File: src/rtl/fetch_decode_buffer.sv
// fetch_decode_buffer: elastic IF/ID FIFO carrying {PC, PC+4, instr} from fetch to decode.
// Optional feature macro: FETCH_BUFFER_ILLEGAL_CHECK_EN adds out_illegal and one
// extra storage bit per entry. That bit flags a non-32-bit encoding or a misaligned PC.
// The reset port keeps the name "reset" but is asynchronous and active-low.
module fetch_decode_buffer #(
    parameter int DEPTH       = 2,
    parameter int PC_WIDTH    = 32,
    parameter int INSTR_WIDTH = 32
) (
    input  logic                         clk,
    input  logic                         reset,
    input  logic                         in_valid,
    output logic                         in_ready,
    input  logic [PC_WIDTH-1:0]          in_pc,
    input  logic [PC_WIDTH-1:0]          in_pc4,
    input  logic [INSTR_WIDTH-1:0]       in_instr,
    input  logic                         flush,
    output logic                         out_valid,
    input  logic                         out_ready,
    output logic [PC_WIDTH-1:0]          out_pc,
    output logic [PC_WIDTH-1:0]          out_pc4,
    output logic [INSTR_WIDTH-1:0]       out_instr,
`ifdef FETCH_BUFFER_ILLEGAL_CHECK_EN
    output logic                         out_illegal,
`endif
    output logic [$clog2(DEPTH+1)-1:0]   count
);

    localparam int PTR_W = $clog2(DEPTH);
    localparam int CNT_W = $clog2(DEPTH+1);
`ifdef FETCH_BUFFER_ILLEGAL_CHECK_EN
    localparam int ILL_W = 1;
`else
    localparam int ILL_W = 0;
`endif
    localparam int ENTRY_W = 2*PC_WIDTH + INSTR_WIDTH + ILL_W;

    logic [ENTRY_W-1:0] mem_q [DEPTH];
    logic [ENTRY_W-1:0] mem_d [DEPTH];
    logic [PTR_W-1:0]   wr_ptr_q, wr_ptr_d;
    logic [PTR_W-1:0]   rd_ptr_q, rd_ptr_d;
    logic [CNT_W-1:0]   count_q, count_d;
    logic [ENTRY_W-1:0] entry_in;
    logic [ENTRY_W-1:0] head;
    logic               push;
    logic               pop;

    // Handshake flags come only from registered occupancy, so there is no ready path through decode.
    always_comb begin
        in_ready  = (count_q != CNT_W'(DEPTH));
        out_valid = (count_q != '0);
        push      = in_valid & in_ready & ~flush;
        pop       = out_valid & out_ready & ~flush;
    end

    // Pack the incoming fetch bundle; the flag bit marks a compressed/odd encoding or a misaligned PC.
    always_comb begin
`ifdef FETCH_BUFFER_ILLEGAL_CHECK_EN
        entry_in = {((in_instr[1:0] != 2'b11) | (in_pc[1:0] != 2'b00)), in_pc, in_pc4, in_instr};
`else
        entry_in = {in_pc, in_pc4, in_instr};
`endif
    end

    // Next-state: flush wins over push/pop; otherwise write at wr_ptr, advance pointers, and track occupancy.
    always_comb begin
        mem_d    = mem_q;
        wr_ptr_d = wr_ptr_q;
        rd_ptr_d = rd_ptr_q;
        count_d  = count_q;
        if (flush) begin
            wr_ptr_d = '0;
            rd_ptr_d = '0;
            count_d  = '0;
        end else begin
            if (push) begin
                mem_d[wr_ptr_q] = entry_in;
                wr_ptr_d        = wr_ptr_q + PTR_W'(1);
            end
            if (pop) begin
                rd_ptr_d = rd_ptr_q + PTR_W'(1);
            end
            case ({push, pop})
                2'b10:   count_d = count_q + CNT_W'(1);
                2'b01:   count_d = count_q - CNT_W'(1);
                default: count_d = count_q;
            endcase
        end
    end

    // State registers; reset clears storage too, so the outputs read zero while reset is held.
    always_ff @(posedge clk or negedge reset) begin
        if (!reset) begin
            for (int i = 0; i < DEPTH; i++) begin
                mem_q[i] <= '0;
            end
            wr_ptr_q <= '0;
            rd_ptr_q <= '0;
            count_q  <= '0;
        end else begin
            mem_q    <= mem_d;
            wr_ptr_q <= wr_ptr_d;
            rd_ptr_q <= rd_ptr_d;
            count_q  <= count_d;
        end
    end

    // Head entry is read straight from registered storage; there is no bypass of a same-cycle push.
    always_comb begin
        head      = mem_q[rd_ptr_q];
        out_pc    = head[2*PC_WIDTH+INSTR_WIDTH-1 -: PC_WIDTH];
        out_pc4   = head[PC_WIDTH+INSTR_WIDTH-1 -: PC_WIDTH];
        out_instr = head[INSTR_WIDTH-1:0];
        count     = count_q;
`ifdef FETCH_BUFFER_ILLEGAL_CHECK_EN
        out_illegal = out_valid & head[ENTRY_W-1];
`endif
    end

endmodule

File: config.mk
export PLATFORM = sky130hd
export DESIGN_NAME = fetch_decode_buffer
export DESIGN_NICKNAME = d
export VERILOG_FILES = /design/src/rtl/fetch_decode_buffer.sv
export SDC_FILE = /design/constraint.sdc
export NUM_CORES = 1
export LEC_CHECK = 0
export CORE_AREA = 3 3 130 132
export DETAILED_ROUTE_END_ITERATION = 10
export DIE_AREA = 0 0 133 135
export PLACE_DENSITY = 0.88
export SLEW_MARGIN = 0
export SYNTH_ARGS = -nofsm -noshare
export SYNTH_HDL_FRONTEND = slang
export SYNTH_SLANG_ARGS = --single-unit
File: constraint.sdc
create_clock -name clk -period 3.48 [get_ports clk]
set_clock_uncertainty 0.05 [all_clocks]
set_input_delay 0.522 -clock clk [delete_from_list [all_inputs] [get_ports clk]]
set_output_delay 0.522 -clock clk [all_outputs]
set_load 0.01 [all_outputs]
; Yosys cells after proc, flatten, opt, wreduce, memory -nomap -nowiden
; Index checks and enable logic that the tools add are counted.
[word_totals]
ff_bits = 196
inputBits = 101
output_inout_bits = 100
elab_cells = 40
[classes]
add_sub_neg = 4
magnitude_cmp = 3
eq_ne = 3
mux = 12
n_bitwise = 7
n_reduce_logical = 6
[ops]
columns = operator, n
row1 = $mux 96, 4
row2 = $bwmux 192, 1
row3 = $demux 96 s1, 1
row4 = $reduce_bool 2->1, 3
row5 = $and 1x1->1, 4
row6 = $ge 2x2->1 const B, 2
row7 = $mux 1, 4
row8 = $not 1->2, 2
row9 = $pmux 2 s2, 1
row10 = $reduce_bool 3->1, 1
row11 = $add 1x1->1 const B, 2
row12 = $add 2x1->2 const B, 1
row13 = $eq 2x1->1 const B, 1
row14 = $eq 2x2->1 const B, 1
row15 = $lt 2x1->1 const B, 1
row16 = $mux 2, 1
row17 = $ne 2x2->1 const B, 1
row18 = $reduce_and 2->1, 1
row19 = $sub 2x1->2 const B, 1
row20 = $logic_and 1x1->1, 1
row21 = $not 1->1, 1

; Logic depth before layout (Yosys ltp)
[depth]
depth_word = 6
depth_mapped = 6
mapped_depth_nobuf = 4

; Worst setup path before layout
; Ideal clock, no wire load.
[synth_timing]
path_kind = register -> output
from = reg rd_ptr_q
to = out out_instr[10]
arrival_ns = 1.451
t_required_ns = 2.908
setup_slack_ns = 1.457
path_stages_with_launch = 5
n_path_buf = 3
path_cell_list = dfrtp_1 -> clkbuf_1 -> clkbuf_1 -> buf_2 -> mux2_2
[synth_via]
elab_chain_len = 4
[synth_rtl]
columns = element, line
row1 = from (decl), 41  ; logic [PTR_W-1:0] rd_ptr_q, rd_ptr_d;
row2 = from (signal assigned), 103  ; rd_ptr_q <= rd_ptr_d;
row3 = $not 1->2 (implied by the code), 110  ; head = mem_q[rd_ptr_q];
row4 = $mux 96 (implied by the code) (3 in series), 110
row5 = to (decl), 22  ; output logic [INSTR_WIDTH-1:0] out_instr,
; Every way passes these cells. The select of a mux whose other input is x is not followed.

; Worst setup path in the final report
[layout_timing]
from = reg rd_ptr_q
to = out out_pc[4]
[layout_via]
elab_chain_len = 4
[layout_rtl]
columns = element, line
row1 = $not 1->2 (implied by the code), 110
row2 = $mux 96 (implied by the code) (3 in series), 110
row3 = to (decl), 20  ; output logic [PC_WIDTH-1:0] out_pc,
; Every way passes these cells. The select of a mux whose other input is x is not followed.

==> run metrics <==
quantity of hold-fixing buffers added after cts=0; CP endpoint kind=output pin; Resized cells post-CTS=0; area leader, netlist=dfrtp_1; synth unique cells=23; Yosys top cell area share=0.580; post-synthesis cell count=roughly 540; FMAX=339 MHz; r2r setup slk=around 1300 ps; Post-DP HPWL=about 13 mm; Setup Buffers After CTS=0; FF-to-FF path depth=5; count leader, synth=mux2_2; HP Class=in -> async; Nets=834; register clock-pin slew on the reported worst setup and hold paths=roughly 70 ps; Starting Density=0.534; top cells by count, synth=mux2_2, dfrtp_1, mux2_1; Async SR Flop Fraction=1.00; via/cell ratio=approximately 5.4; largest net degree at the start of global routing=66; Clock Latency Late Sink=~420 ps; Synth area leaders=dfrtp_1, mux2_2, mux2_1; RSZ-0062 raised after global routing=no; Worst-Margin Slew=slightly below 600 ps; Wirelength per Cell=between 15 and 20 um; synthesized cell area=between 8000 and 9000 um2; register area=4910 um2; synthesis-to-finish area growth=33.1%; drt pass-1 iters=4; Worst Path Max Fanout=between 50 and 60; clk root buf=clkbuf_16; vias post-DR=about 5100; Routability Congestion=approximately 0.77; CTS buffer count=17; CP arrival=approximately 2400 ps; WP data required=2910 ps; Diodes inserted=0; Worst Slack Setup Final=about 530 ps; Reg-to-Reg Start=count[1]; Cell Rows=46; Fin. Hold Viols=0; number of DRC markers in iteration 0=~190; most common flop cell mapped by yosys=dfrtp_1; Sink Count=196; maxcap violations=0; Post-synth EDFFs=0; Residual DRC=0; Filler Cell Count=approximately 1000; Startpoint Class=flip-flop; VDD IR max=~0.32 mV; Yosys reg bits=between 150 and 200; PnR Total Power=a little under 7000 uW; Die ar.=18000 um2; vias in the first global route=just under 6000; final worst-path cycle share=0.847; Ports=roughly 200; net count after synthesis=roughly 640; multi-input logic area=~3400 um2; final WL=18.4 mm; gr usage total=0.208; post-route ant nets=0; Bufs on Longest Clock Path=2; Tmin final=just under 3000 ps; Rel. slew slack=0.602; Final TNS setup=0 ps; syn_area_per_cell=15.8 um2; H-Tree Depth=4; share of cells above drive strength 1=0.394; yosys warns=0; Port Buf Inserts=200; PD cells=a little over 600 nW/um2; GRT overflow=0; sequential-to-total area share from yosys stat=0.580; first-pass GRT wire length=a little under 30 mm; initial antenna violation count=0; pins over their slew limit=0; WS Path Type=reg -> out; Core ar.=around 16000 um2; Reg-to-Reg End=mem_q[60]; Die H=roughly 140 um; TritonCTS clock tree=done; Die Wd=about 130 um; final count of negative-setup-slack endpoints=0; worst slack at placement=around 900 ps; leakage=approximately 0.0047 uW; status=complete, no violations
## cell type report
type,count,share of cell area
Clock buffer,20,0.0397
Multi-Input combinational cell,307,0.301
Tap cell,216,0.0240
Inverter,2,0.000667
Clock inverter,12,0.00945
Timing Repair Buffer,209,0.190
Sequential cell,196,0.436
## placed cells by master (no fill, tap or decap), drive strengths merged
| cell type | synthesis | final |
|---|---|---|
| mux2i | 1 | 1 |
| bufinv | 0 | 1 |
| clkinv | 0 | 5 |
| nor4 | 1 | 1 |
| nor3b | 1 | 1 |
| buf | 25 | 10 |
| nor2 | 1 | 1 |
| mux2 | 288 | 288 |
| inv | 2 | 4 |
| nor2b | 1 | 1 |
| or2 | 2 | 2 |
| xor2 | 1 | 1 |
| nand4b | 1 | 1 |
| o211ai | 1 | 1 |
| a21oi | 4 | 4 |
| o21ai | 2 | 2 |
| clkdlybuf4s50 | 0 | 199 |
| nand3b | 1 | 1 |
| or3 | 1 | 1 |
| clkbuf | 6 | 20 |
| dfrtp | 196 | 196 |
| clkinvlp | 0 | 4 |
| a21o | 1 | 1 |
## metrics by stage
stage / instances / utilization / cell area (um2) / hold slack [ps]
6_report: 962 / 0.711 / 11300 / 19.3
3_5_place_dp: 930 / 0.676 / 10700 / 422
3_3_place_gp: 930 / 0.676 / 10700 / 413
2_1_floorplan: 536 / - / 8450 / 176
5_1_grt: 962 / 0.711 / 11300 / 51.5
4_1_cts: 962 / 0.711 / 11300 / 34.9
## layer usage
layer,GRT usage,part of all wire
met1,0.238,0.40
met3,0.0794,0.079
met4,0.0664,0.018
met2,0.362,0.51
met5,0,0
## logic make-up after synthesis
group                  share of synthesized area
multiplexers                               0.385
flip-flops                                 0.580
buffers and inverters                     0.0207
AND/OR/NAND/NOR                          0.00799
AO/OA/AOI/OAI                            0.00533
XOR/XNOR                                 0.00104
## power by group
part	leakage [uW]	total, uW	switching, uW	internal [uW]
clock	0.000263	1830	829	1010
sequential	0.00234	3120	284	2840
combinational	0.00205	1930	687	1240
## state kept, by name (all words and copies together) (netlist names)
signal	count
count	2
wr_ptr_q	1
rd_ptr_q	1
mem_q	192
## critical path: stages (launching register included)
cell and delay [ps]:
dfrtp_4 690, buf_12 340, mux2_2 370, clkdlybuf4s50_1 520
## how the worst max path moves through the flow
stage              from       endpoint  cells past startpoint
2_1_floorplan  rd_ptr_q  out_instr[10]                      4
3_3_place_gp   in_valid     mem_q[103]                      5
3_5_place_dp   in_valid     mem_q[154]                      5
4_1_cts        rd_ptr_q     out_pc[27]                      3
5_1_grt        rd_ptr_q     out_pc[11]                      3
6_report       rd_ptr_q      out_pc[4]                      3
Note: power is estimated with default switching activity, not from simulation.
